--- src/rtl/ahb_lite_pkg.sv ---
// -----------------------------------------------------------------------------
// ahb_lite_pkg
//   Shared AHB-Lite encodings and the copy-engine state type.
//   Contents:
//     HTRANS_IDLE / HTRANS_NONSEQ  - transfer types driven by the copy master
//     HSIZE_WORD                   - 32-bit transfer size
//     HBURST_SINGLE                - single (non-burst) transfers only
//     HPROT_DATA_PRIV              - privileged data access
//     copy_state_t                 - states of the copy sequencer
// -----------------------------------------------------------------------------
package ahb_lite_pkg;

   localparam logic [1:0] HTRANS_IDLE     = 2'b00;
   localparam logic [1:0] HTRANS_NONSEQ   = 2'b10;
   localparam logic [2:0] HSIZE_WORD      = 3'b010;
   localparam logic [2:0] HBURST_SINGLE   = 3'b000;
   localparam logic [3:0] HPROT_DATA_PRIV = 4'b0011;

   // RD_A/WR_A are address phases, RD_D/WR_D the matching data phases.
   typedef enum logic [2:0] {
      ST_IDLE,
      ST_RD_A,
      ST_RD_D,
      ST_WR_A,
      ST_WR_D,
      ST_DONE,
      ST_ERR
   } copy_state_t;

endpackage : ahb_lite_pkg

--- src/rtl/ahb_copy_master_if.sv ---
// -----------------------------------------------------------------------------
// ahb_copy_master_if
//   AHB-Lite signal bundle between the copy master and the slave mux.
//   Modports:
//     master - drives HADDR, HTRANS, HWRITE, HSIZE, HBURST, HPROT, HMASTLOCK,
//              HWDATA; receives HRDATA, HREADY, HRESP
//     slave  - the mirror image, used by the slave side / bus models
// -----------------------------------------------------------------------------
interface ahb_copy_master_if #(
   parameter int ADDR_W = 32,
   parameter int DATA_W = 32
);

   logic [ADDR_W-1:0] HADDR;
   logic [1:0]        HTRANS;
   logic              HWRITE;
   logic [2:0]        HSIZE;
   logic [2:0]        HBURST;
   logic [3:0]        HPROT;
   logic              HMASTLOCK;
   logic [DATA_W-1:0] HWDATA;
   logic [DATA_W-1:0] HRDATA;
   logic              HREADY;
   logic              HRESP;

   modport master (
      output HADDR, HTRANS, HWRITE, HSIZE, HBURST, HPROT, HMASTLOCK, HWDATA,
      input  HRDATA, HREADY, HRESP
   );

   modport slave (
      input  HADDR, HTRANS, HWRITE, HSIZE, HBURST, HPROT, HMASTLOCK, HWDATA,
      output HRDATA, HREADY, HRESP
   );

endinterface : ahb_copy_master_if

--- src/rtl/ahb_copy_master.sv ---
// -----------------------------------------------------------------------------
// ahb_copy_master
//   AHB-Lite initiator that copies word_count 32-bit words from src_addr to
//   dst_addr using single, non-pipelined NONSEQ transfers (read, then write,
//   per word). Honours HREADY wait states and the two-cycle HRESP error.
//
//   Ports:
//     sys_clock   in   system clock
//     reset       in   synchronous, active-high reset
//     start       in   launch pulse, only sampled while idle
//     src_addr    in   source byte address (bits [1:0] ignored)
//     dst_addr    in   destination byte address (bits [1:0] ignored)
//     word_count  in   number of words to copy, 0 allowed
//     busy        out  a transfer sequence is in progress
//     done        out  one-cycle completion pulse
//     error       out  sticky bus-error flag, cleared by the next start
//     words_left  out  words still to be copied
//     ahb         AHB-Lite master modport (DATA_W must be 32)
// -----------------------------------------------------------------------------
module ahb_copy_master
   import ahb_lite_pkg::*;
#(
   parameter int ADDR_W = 32,
   parameter int DATA_W = 32,
   parameter int LEN_W  = 16
) (
   input  logic              sys_clock,
   input  logic              reset,
   input  logic              start,
   input  logic [ADDR_W-1:0] src_addr,
   input  logic [ADDR_W-1:0] dst_addr,
   input  logic [LEN_W-1:0]  word_count,
   output logic              busy,
   output logic              done,
   output logic              error,
   output logic [LEN_W-1:0]  words_left,
   ahb_copy_master_if.master ahb
);

   localparam logic [ADDR_W-1:0] WORD_STEP = ADDR_W'(4);
   localparam logic [LEN_W-1:0]  ONE_WORD  = LEN_W'(1);

   copy_state_t       state, state_nxt;

   logic [ADDR_W-1:0] src_q, src_nxt;
   logic [ADDR_W-1:0] dst_q, dst_nxt;
   logic [LEN_W-1:0]  cnt_q, cnt_nxt;
   logic [DATA_W-1:0] buf_q, buf_nxt;
   logic              error_q, error_nxt;

   logic [ADDR_W-1:0] haddr_q, haddr_nxt;
   logic [1:0]        htrans_q, htrans_nxt;
   logic              hwrite_q, hwrite_nxt;
   logic [DATA_W-1:0] hwdata_q, hwdata_nxt;

   // A data phase ends cleanly when the slave is ready and not signalling error.
   logic              phase_ok;
   assign phase_ok = ahb.HREADY & ~ahb.HRESP;

   // Only whole words are moved; the byte-offset bits of the inputs are dropped.
   logic              unused_addr_bits;
   assign unused_addr_bits = ^{src_addr[1:0], dst_addr[1:0]};

   // --------------------------------------------------------------------------
   // State register
   // --------------------------------------------------------------------------
   always_ff @(posedge sys_clock) begin
      // NOTE: sequential state uses non-blocking assignments so every register
      // samples the pre-edge values, independent of statement order.
      if (reset) state <= ST_IDLE;
      else       state <= state_nxt;
   end

   // --------------------------------------------------------------------------
   // Next-state logic
   // --------------------------------------------------------------------------
   always_comb begin
      // NOTE: default first so every path assigns state_nxt and no latch forms.
      state_nxt = state;
      case (state)
         ST_IDLE: begin
            if (start) state_nxt = (word_count == '0) ? ST_DONE : ST_RD_A;
         end
         ST_RD_A: begin
            if (ahb.HREADY) state_nxt = ST_RD_D;
         end
         ST_RD_D: begin
            // Leave on the first HRESP cycle; the second one lands in ERR.
            if (ahb.HRESP)       state_nxt = ST_ERR;
            else if (ahb.HREADY) state_nxt = ST_WR_A;
         end
         ST_WR_A: begin
            if (ahb.HREADY) state_nxt = ST_WR_D;
         end
         ST_WR_D: begin
            if (ahb.HRESP)       state_nxt = ST_ERR;
            else if (ahb.HREADY) state_nxt = (cnt_q == ONE_WORD) ? ST_DONE : ST_RD_A;
         end
         ST_DONE: state_nxt = ST_IDLE;
         ST_ERR:  state_nxt = ST_IDLE;
         default: state_nxt = ST_IDLE;
      endcase
   end

   // --------------------------------------------------------------------------
   // Copy datapath: pointers, word counter, read buffer, sticky error
   // --------------------------------------------------------------------------
   always_comb begin
      src_nxt   = src_q;
      dst_nxt   = dst_q;
      cnt_nxt   = cnt_q;
      buf_nxt   = buf_q;
      error_nxt = error_q;
      case (state)
         ST_IDLE: begin
            if (start) begin
               src_nxt   = {src_addr[ADDR_W-1:2], 2'b00};
               dst_nxt   = {dst_addr[ADDR_W-1:2], 2'b00};
               cnt_nxt   = word_count;
               error_nxt = 1'b0;
            end
         end
         ST_RD_D: begin
            if (phase_ok) buf_nxt = ahb.HRDATA;
         end
         ST_WR_D: begin
            // Pointer wrap at 2^ADDR_W is intended.
            if (phase_ok) begin
               src_nxt = src_q + WORD_STEP;
               dst_nxt = dst_q + WORD_STEP;
               cnt_nxt = cnt_q - ONE_WORD;
            end
         end
         ST_ERR:  error_nxt = 1'b1;
         default: ;
      endcase
   end

   // --------------------------------------------------------------------------
   // AHB drive, decoded from the state being entered so the registered bus
   // outputs line up with the state register. Address and write enable are
   // only reloaded when an address phase starts, so they hold through waits.
   // --------------------------------------------------------------------------
   always_comb begin
      haddr_nxt  = haddr_q;
      htrans_nxt = HTRANS_IDLE;
      hwrite_nxt = hwrite_q;
      hwdata_nxt = hwdata_q;
      case (state_nxt)
         ST_RD_A: begin
            haddr_nxt  = src_nxt;
            htrans_nxt = HTRANS_NONSEQ;
            hwrite_nxt = 1'b0;
         end
         ST_WR_A: begin
            haddr_nxt  = dst_nxt;
            htrans_nxt = HTRANS_NONSEQ;
            hwrite_nxt = 1'b1;
         end
         // buf_q is frozen for the whole write, so HWDATA stays stable in waits.
         ST_WR_D: hwdata_nxt = buf_q;
         default: ;
      endcase
   end

   // --------------------------------------------------------------------------
   // Datapath and bus registers
   // --------------------------------------------------------------------------
   always_ff @(posedge sys_clock) begin
      if (reset) begin
         src_q    <= '0;
         dst_q    <= '0;
         cnt_q    <= '0;
         buf_q    <= '0;
         error_q  <= 1'b0;
         haddr_q  <= '0;
         htrans_q <= HTRANS_IDLE;
         hwrite_q <= 1'b0;
         hwdata_q <= '0;
      end else begin
         src_q    <= src_nxt;
         dst_q    <= dst_nxt;
         cnt_q    <= cnt_nxt;
         buf_q    <= buf_nxt;
         error_q  <= error_nxt;
         haddr_q  <= haddr_nxt;
         htrans_q <= htrans_nxt;
         hwrite_q <= hwrite_nxt;
         hwdata_q <= hwdata_nxt;
      end
   end

   // --------------------------------------------------------------------------
   // Outputs
   // --------------------------------------------------------------------------
   assign busy       = (state == ST_RD_A) || (state == ST_RD_D) ||
                       (state == ST_WR_A) || (state == ST_WR_D);
   assign done       = (state == ST_DONE);
   assign error      = error_q;
   assign words_left = cnt_q;

   assign ahb.HADDR     = haddr_q;
   assign ahb.HTRANS    = htrans_q;
   assign ahb.HWRITE    = hwrite_q;
   assign ahb.HWDATA    = hwdata_q;
   assign ahb.HSIZE     = HSIZE_WORD;
   assign ahb.HBURST    = HBURST_SINGLE;
   assign ahb.HPROT     = HPROT_DATA_PRIV;
   assign ahb.HMASTLOCK = 1'b0;

endmodule : ahb_copy_master

--- src/flat_wrapper.sv ---
// flat-port wrapper written by rule: the top's interface ports become plain ports
module ahb_copy_master_flat import ahb_lite_pkg::*;
#(
   parameter int ADDR_W = 32,
   parameter int DATA_W = 32,
   parameter int LEN_W  = 16
)
  (sys_clock, reset, start, src_addr, dst_addr, word_count, busy, done, error, words_left, ahb_HADDR, ahb_HTRANS, ahb_HWRITE, ahb_HSIZE, ahb_HBURST, ahb_HPROT, ahb_HMASTLOCK, ahb_HWDATA, ahb_HRDATA, ahb_HREADY, ahb_HRESP);
  ahb_copy_master_if #(.ADDR_W(ADDR_W), .DATA_W(DATA_W)) ahb_i ();
  input  logic sys_clock;
  input  logic reset;
  input  logic start;
  input  logic [ADDR_W-1:0] src_addr;
  input  logic [ADDR_W-1:0] dst_addr;
  input  logic [LEN_W-1:0] word_count;
  output logic busy;
  output logic done;
  output logic error;
  output logic [LEN_W-1:0] words_left;
  output wire logic [$bits(ahb_i.HADDR)-1:0] ahb_HADDR;
  output wire logic [$bits(ahb_i.HTRANS)-1:0] ahb_HTRANS;
  output wire logic [$bits(ahb_i.HWRITE)-1:0] ahb_HWRITE;
  output wire logic [$bits(ahb_i.HSIZE)-1:0] ahb_HSIZE;
  output wire logic [$bits(ahb_i.HBURST)-1:0] ahb_HBURST;
  output wire logic [$bits(ahb_i.HPROT)-1:0] ahb_HPROT;
  output wire logic [$bits(ahb_i.HMASTLOCK)-1:0] ahb_HMASTLOCK;
  output wire logic [$bits(ahb_i.HWDATA)-1:0] ahb_HWDATA;
  input wire logic [$bits(ahb_i.HRDATA)-1:0] ahb_HRDATA;
  input wire logic [$bits(ahb_i.HREADY)-1:0] ahb_HREADY;
  input wire logic [$bits(ahb_i.HRESP)-1:0] ahb_HRESP;
  assign ahb_HADDR = ahb_i.HADDR;
  assign ahb_HTRANS = ahb_i.HTRANS;
  assign ahb_HWRITE = ahb_i.HWRITE;
  assign ahb_HSIZE = ahb_i.HSIZE;
  assign ahb_HBURST = ahb_i.HBURST;
  assign ahb_HPROT = ahb_i.HPROT;
  assign ahb_HMASTLOCK = ahb_i.HMASTLOCK;
  assign ahb_HWDATA = ahb_i.HWDATA;
  assign ahb_i.HRDATA = ahb_HRDATA;
  assign ahb_i.HREADY = ahb_HREADY;
  assign ahb_i.HRESP = ahb_HRESP;
  ahb_copy_master #(.ADDR_W(ADDR_W), .DATA_W(DATA_W), .LEN_W(LEN_W)) u_core (.sys_clock(sys_clock), .reset(reset), .start(start), .src_addr(src_addr), .dst_addr(dst_addr), .word_count(word_count), .busy(busy), .done(done), .error(error), .words_left(words_left), .ahb(ahb_i));
endmodule
--- config.mk ---
export PLATFORM = sky130hd
export DESIGN_NAME = ahb_copy_master_flat
export DESIGN_NICKNAME = d
export VERILOG_FILES = /design/src/rtl/ahb_lite_pkg.sv /design/src/rtl/ahb_copy_master_if.sv /design/src/rtl/ahb_copy_master.sv /design/src/flat_wrapper.sv
export SDC_FILE = /design/constraint.sdc
export NUM_CORES = 1
export LEC_CHECK = 0
export ABC_AREA = 1
export CAP_MARGIN = 20
export CORE_AREA = 2 2 150 152
export CTS_CLUSTER_SIZE = 14
export DETAILED_ROUTE_END_ITERATION = 12
export DIE_AREA = 0 0 152 154
export PLACE_DENSITY = 0.77
export SLEW_MARGIN = 5
export SYNTH_ARGS = -nofsm -noshare
export SYNTH_HDL_FRONTEND = slang
export SYNTH_SLANG_ARGS = --single-unit
--- constraint.sdc ---
create_clock -name sys_clock -period 2.6 [get_ports sys_clock]
set_input_delay 0.26 -clock sys_clock [delete_from_list [all_inputs] [get_ports sys_clock]]
set_output_delay 0.26 -clock sys_clock [all_outputs]
set_load 0.02 [all_outputs]
# After elaboration in Yosys (flattened, before gate mapping)
# Cells that the tools add are included.
[word_totals]
register_bits = 183
word_cells = 63
output_inout_bits = 97
[classes]
n_reduce_logical = 12
n_mux = 24
n_eq_ne = 12
addsub = 3
n_bitwise = 2
[op_table]
columns = ["op", "count"]
rows = [
  ["32-bit case mux with 2 select lines", 3],
  ["32-bit 2-to-1 mux", 4],
  ["32-bit by 3-bit adder with 32-bit output, second input constant", 2],
  ["16-bit 2-to-1 mux", 2],
  ["16-bit case mux with 2 select lines", 1],
  ["3-bit 2-to-1 mux", 9],
  ["16-bit by 1-bit == test with 1-bit output, second input constant", 1],
  ["16-bit zero test", 1],
  ["16-bit by 1-bit subtractor with 16-bit output, second input constant", 1],
  ["3-bit case mux with 5 select lines", 1],
  ["3-bit == test, second input constant", 4],
  ["3-bit by 2-bit == test with 1-bit output, second input constant", 3],
  ["3-bit by 1-bit == test with 1-bit output, second input constant", 2],
  ["2-bit nonzero test", 3],
  ["1-bit case mux with 2 select lines", 2],
  ["2-bit AND reduction", 2],
  ["3-bit zero test", 1],
  ["1-bit logical OR", 3],
  ["3-bit AND reduction", 1],
  ["2-bit 2-to-1 mux", 1],
  ["2-bit by 1-bit != test with 1-bit output, second input constant", 1],
  ["2-bit != test, second input constant", 1],
  ["2-bit OR reduction", 1],
  ["1-bit bitwise AND", 1],
  ["2 further kinds", 2],
]

# Logic depth before layout (Yosys ltp)
# Gate-level depths: netlist of the first run.
[logic_depth]
ltp_word = 8
ltp_mapped = 16
depth_no_buf = 16

# Least setup slack after synthesis of the first run
# OpenSTA, ideal clock, no wires.
[synth_timing]
path_kind = "reg-to-reg"
from = "register u_core.cnt_q[0] (netlist: u_core.words_left[0])"
to = "register u_core.hwdata_q[10] (netlist: u_core.ahb.HWDATA[10])"
arrival_ps = 1689
path_stages_with_launch = 16
setup_slack_ps = 795
synth_period_minus_slack_ps = 1805
n_path_buf = 1
required_ps = 2484
cell_sequence = "dfxtp_1 -> ha_1 -> inv_1 -> nor2_1 -> nand3_1 -> nor2_1 -> nand2_1 -> nand2_1 -> nand2_1 -> nand2_2 -> nand2_1 -> nor2_4 -> inv_2 -> buf_6 -> nor2_1 -> nor2_1"
[synth_via]
elab_chain_len = 6
[synth_rtl]
columns = ["element", "line_no", "source"]
rows = [
  ["start, declared", "ahb_copy_master.sv:47", "logic [LEN_W-1:0] cnt_q, cnt_nxt;"],
  ["start signal, assigned", "ahb_copy_master.sv:183", "cnt_q <= cnt_nxt;"],
  ["16-bit by 1-bit == test with 1-bit output", "ahb_copy_master.sv:97", "else if (ahb.HREADY) state_nxt = (cnt_q == ONE_WORD) ? ST_DONE : ST_RD_A;"],
  ["3-bit 2-to-1 mux (2 in a row)", "ahb_copy_master.sv:97", ""],
  ["3-bit 2-to-1 mux", "ahb_copy_master.sv:96", "if (ahb.HRESP) state_nxt = ST_ERR;"],
  ["3-bit case mux with 5 select lines", "ahb_copy_master.sv:80", "case (state)"],
  ["3-bit == test", "ahb_copy_master.sv:149", "case (state_nxt)"],
  ["end signal, assigned", "ahb_copy_master.sv:189", "hwdata_q <= hwdata_nxt;"],
  ["end, declared", "ahb_copy_master.sv:54", "logic [DATA_W-1:0] hwdata_q, hwdata_nxt;"],
]
# No other way between the ends.
# A chain may end at the register's enable or synchronous reset.

# Final worst setup path of the first run
[layout_timing]
from = "register u_core.cnt_q[1] (netlist: u_core.words_left[1])"
to = "register u_core.haddr_q[28] (netlist: u_core.ahb.HADDR[28])"
[layout_via]
elab_chain_len = 7
elab_cells_between_ends = 9
[layout_rtl]
columns = ["element", "line_no", "source"]
rows = [
  ["16-bit by 1-bit == test with 1-bit output *", "ahb_copy_master.sv:97", ""],
  ["3-bit 2-to-1 mux * (2 in a row)", "ahb_copy_master.sv:97", ""],
  ["3-bit 2-to-1 mux *", "ahb_copy_master.sv:96", ""],
  ["3-bit case mux with 5 select lines *", "ahb_copy_master.sv:80", ""],
  ["3-bit by 2-bit == test with 1-bit output / 3-bit by 1-bit == test with 1-bit output (equally long branches)", "ahb_copy_master.sv:149", ""],
  ["32-bit case mux with 2 select lines / 2-bit nonzero test (equally long branches)", "--", ""],
  ["end signal, assigned", "ahb_copy_master.sv:186", "haddr_q <= haddr_nxt;"],
  ["end, declared", "ahb_copy_master.sv:51", "logic [ADDR_W-1:0] haddr_q, haddr_nxt;"],
]
# Every way passes the cells marked *; elsewhere a longest branch is shown, timed or not.

==> results.cfg, run 1 <==
[worst_setup_path]
cpMostUsedCell = nor2_1
path_cells = inv_1 -> ha_1 -> inv_1 -> nor2_1 -> nand3_1 -> nor2_1 -> nand2_1 -> nand2_1 -> nand2_1 -> nand2_2 -> nor2_4 -> inv_1 -> buf_4 -> nor2_1 -> nor2_1
start_kind = register
slowest_stage = nor2_4
path_delay_family = simple AND/OR/NAND/NOR gates
worstPathRequired_ns = 2.93
cp_max_fo = 24
endpoint_kind = register
crit_buf_inv = 4
critPathKind = register to register
worstPathArrival_ns = 2.71
cpPeakStageDelay_ns = 0.48

[timing]
skew_ns = 0.01311
slew_headroom_pct = 54.08
postLayoutSetupSlackWorst_ns = 0.2239
finalHoldViolations = 0
tightest_slew_ns = 0.6887
fin_crit_ns = 2.376
maxClockFrequency_mhz = 420.9
rsz0062_at_grt = false
period_share_pct = 91.39
hold_slack_ns = 0.3410
drv_slew = 0
setup_viol = 0

[synth]
synthCells = 1505
synth_warnings = 0
ys_seq_elements = 182
synth_seq_area_share_pct = 37.49
syn_avg_cell_area_um2 = 6.457
synth_top_area_share_pct = 37.49
synth_enable_flop_cells = 0
synth_ff_type = dfxtp_1
yosysMostFrequentCell = nand2_1
synthArstFlopShare_pct = 0
synth_top_area_cell = dfxtp_1
synth_area_leaders = dfxtp_1, nand2_1, nor2_1, o21ai_0, inv_1
netlist_top_cells_count = nand2_1, nor2_1, dfxtp_1, inv_1, o21ai_0
synth_cell_type_count = 50
netlist_area_um2 = 9718

[detailed_routing]
wl_per_cell_um = 16.09
drtPass1Iterations = 6
drt_iter0_drc = 898
drc = 0
viasPerCell = 5.304
vias = 10490
antenna_left = 0
drt-total-wl_um = 31820

[clock_tree]
cts_tree = done
cts-root-buf = clkbuf_16
cts_resized = 0
cts_buffer_depth = 2
clk_pin_slew_ns = 0.08
ctsHtreeMaxLevel = 4
post_cts_buffers = 0
cts-buffers-inserted = 17
clk_latency_ns = 0.44
cts_num_sinks = 182
hold_buffers = 0

[power_and_ir_drop]
peakVddDrop_mv = 0.4588
total_power_mw = 7.728
p_per_area_nw_per_um2 = 618.0
total_leakage_power_nw = 5.429

[run_status]
status = finished clean

[floorplan]
die_y_um = 154
ioPinCount = 214
start_util_pct = 44.81
coreArea_um2 = 21690
rows = 54
dieArea_um2 = 23410
fp.dieW_um = 152

[grt]
grt_first_pass_wirelength_um = 50370
grt_usage_pct = 26.52
grt_use_met1_pct = 34.34
use_met3_pct = 8.850
gr-usage-met2_pct = 41.51
grt_max_degree = 79
busiest_layer = met2
grt_pass1_vias = 9741
antenna_found_initial = 1
overflow = 0

[place]
place_ws_ns = -0.01435
dpl.hpwl_um = 22770
gp_congestion = 0.9440
io_buffers = 197

[finish]
layout-drive-gt1-share_pct = 5.598
nNetsFinal = 1805
multi_input_area_um2 = 5047
area_growth_pct = 28.67
seq_area_um2 = 3645
fillers = 2055

[run]
drv_cap = 0

[worst_hold_path]
hold_path_class = input port to register
-- cells by family after synthesis --
family | Yosys count | synth area share, %
AO/OA/AOI/OAI | 265 | 14.78
flip-flops | 182 | 37.49
buffers and inverters | 238 | 10.96
AND/OR/NAND/NOR | 795 | 34.47
adder cells (fa/ha/maj) | 4 | 0.5150
other | 2 | 0.07728
XOR/XNOR | 19 | 1.712
-- per-stage QoR --
stage	util [%]	cells	area, um2	setup TNS (ns)
floorplan	-	1515	9756	0
global placement	54.77	1945	11880	0
detailed placement	54.77	1945	11880	-0.01435
CTS	57.64	1977	12500	0
global route	57.66	1978	12500	0
finish	57.66	1978	12500	0
-- path summary, 6_finish.rpt --
path | cells past startpoint | start | slack, ns | to
hold reg to reg | 2 | u_core.dst_q[1] | 0.45 | u_core.dst_q[1]
setup / recovery | 15 | u_core.words_left[1] | 0.22 | u_core.ahb.HADDR[28]
hold / removal | 3 | reset | 0.34 | u_core.dst_q[1]
setup reg to reg | 15 | u_core.words_left[1] | 0.22 | u_core.ahb.HADDR[28]
-- tightest hold or removal path: cells and delay by family --
family,cells,cell delay [ns]
buffers and inverters,2,0.33
AND/OR/NAND/NOR,1,0.14
-- power by group --
part | switching [mW] | internal, mW | total (mW) | leakage [nW]
logic | 1.09 | 0.712 | 1.80 | 3.64
registers | 0.194 | 3.00 | 3.19 | 1.48
clock network | 1.33 | 1.41 | 2.74 | 0.301
total | 2.61 | 5.12 | 7.73 | 5.43
-- cell type report --
class | instances | area share [%]
clock buffers | 17 | 3.402
diodes | 1 | 0.02001
multi-input cells | 1095 | 40.36
repair buffers | 228 | 17.89
well taps | 280 | 2.802
flip-flops and latches | 182 | 29.15
inverters | 160 | 4.803
clock inverters | 15 | 1.571
-- layout by cell type (no fill, tap or decap), types with 5 or more instances in the layout --
cell,count
o21ai_0,140
buf_4,28
o21ai_1,5
a22oi_1,6
xor2_1,18
or2_2,7
nand2_1,359
a21oi_1,73
a31oi_1,16
nand4_1,21
inv_1,153
inv_8,6
clkbuf_16,17
nor3_1,16
dfxtp_1,181
inv_2,7
clkdlybuf4s50_1,196
conb_1,12
nand3_1,114
nor2_1,256
-- layer usage --
| layer | vias to the layer above | part of all wire, % |
|---|---|---|
| li1 | 5175 | - |
| met5 | - | 0 |
| met2 | 513 | 44 |
| met3 | 70 | 11 |
| met4 | 0 | 3.2 |
| met1 | 4733 | 42 |
-- flip-flops by register name, indices dropped and copies added (netlist names), 3 cells and up --
register / flops
u_core.src_q: 32
u_core.ahb.HADDR: 32
u_core.dst_q: 32
u_core.buf_q: 32
u_core.ahb.HWDATA: 32
u_core.words_left: 16
u_core.state: 3
(Power assumes the default switching activity.)
==> run 2, diff against run 1 <==
--- a/config.mk
+++ b/config.mk
@@ -6,7 +6,7 @@
 export NUM_CORES = 1
 export LEC_CHECK = 0
 export ABC_AREA = 1
-export CAP_MARGIN = 20
+export CAP_MARGIN = 10
 export CORE_AREA = 2 2 150 152
 export CTS_CLUSTER_SIZE = 14
 export DETAILED_ROUTE_END_ITERATION = 12
==> results of run 2 <==
No change in the layout: final DEF, timing and power equal those of run 1.
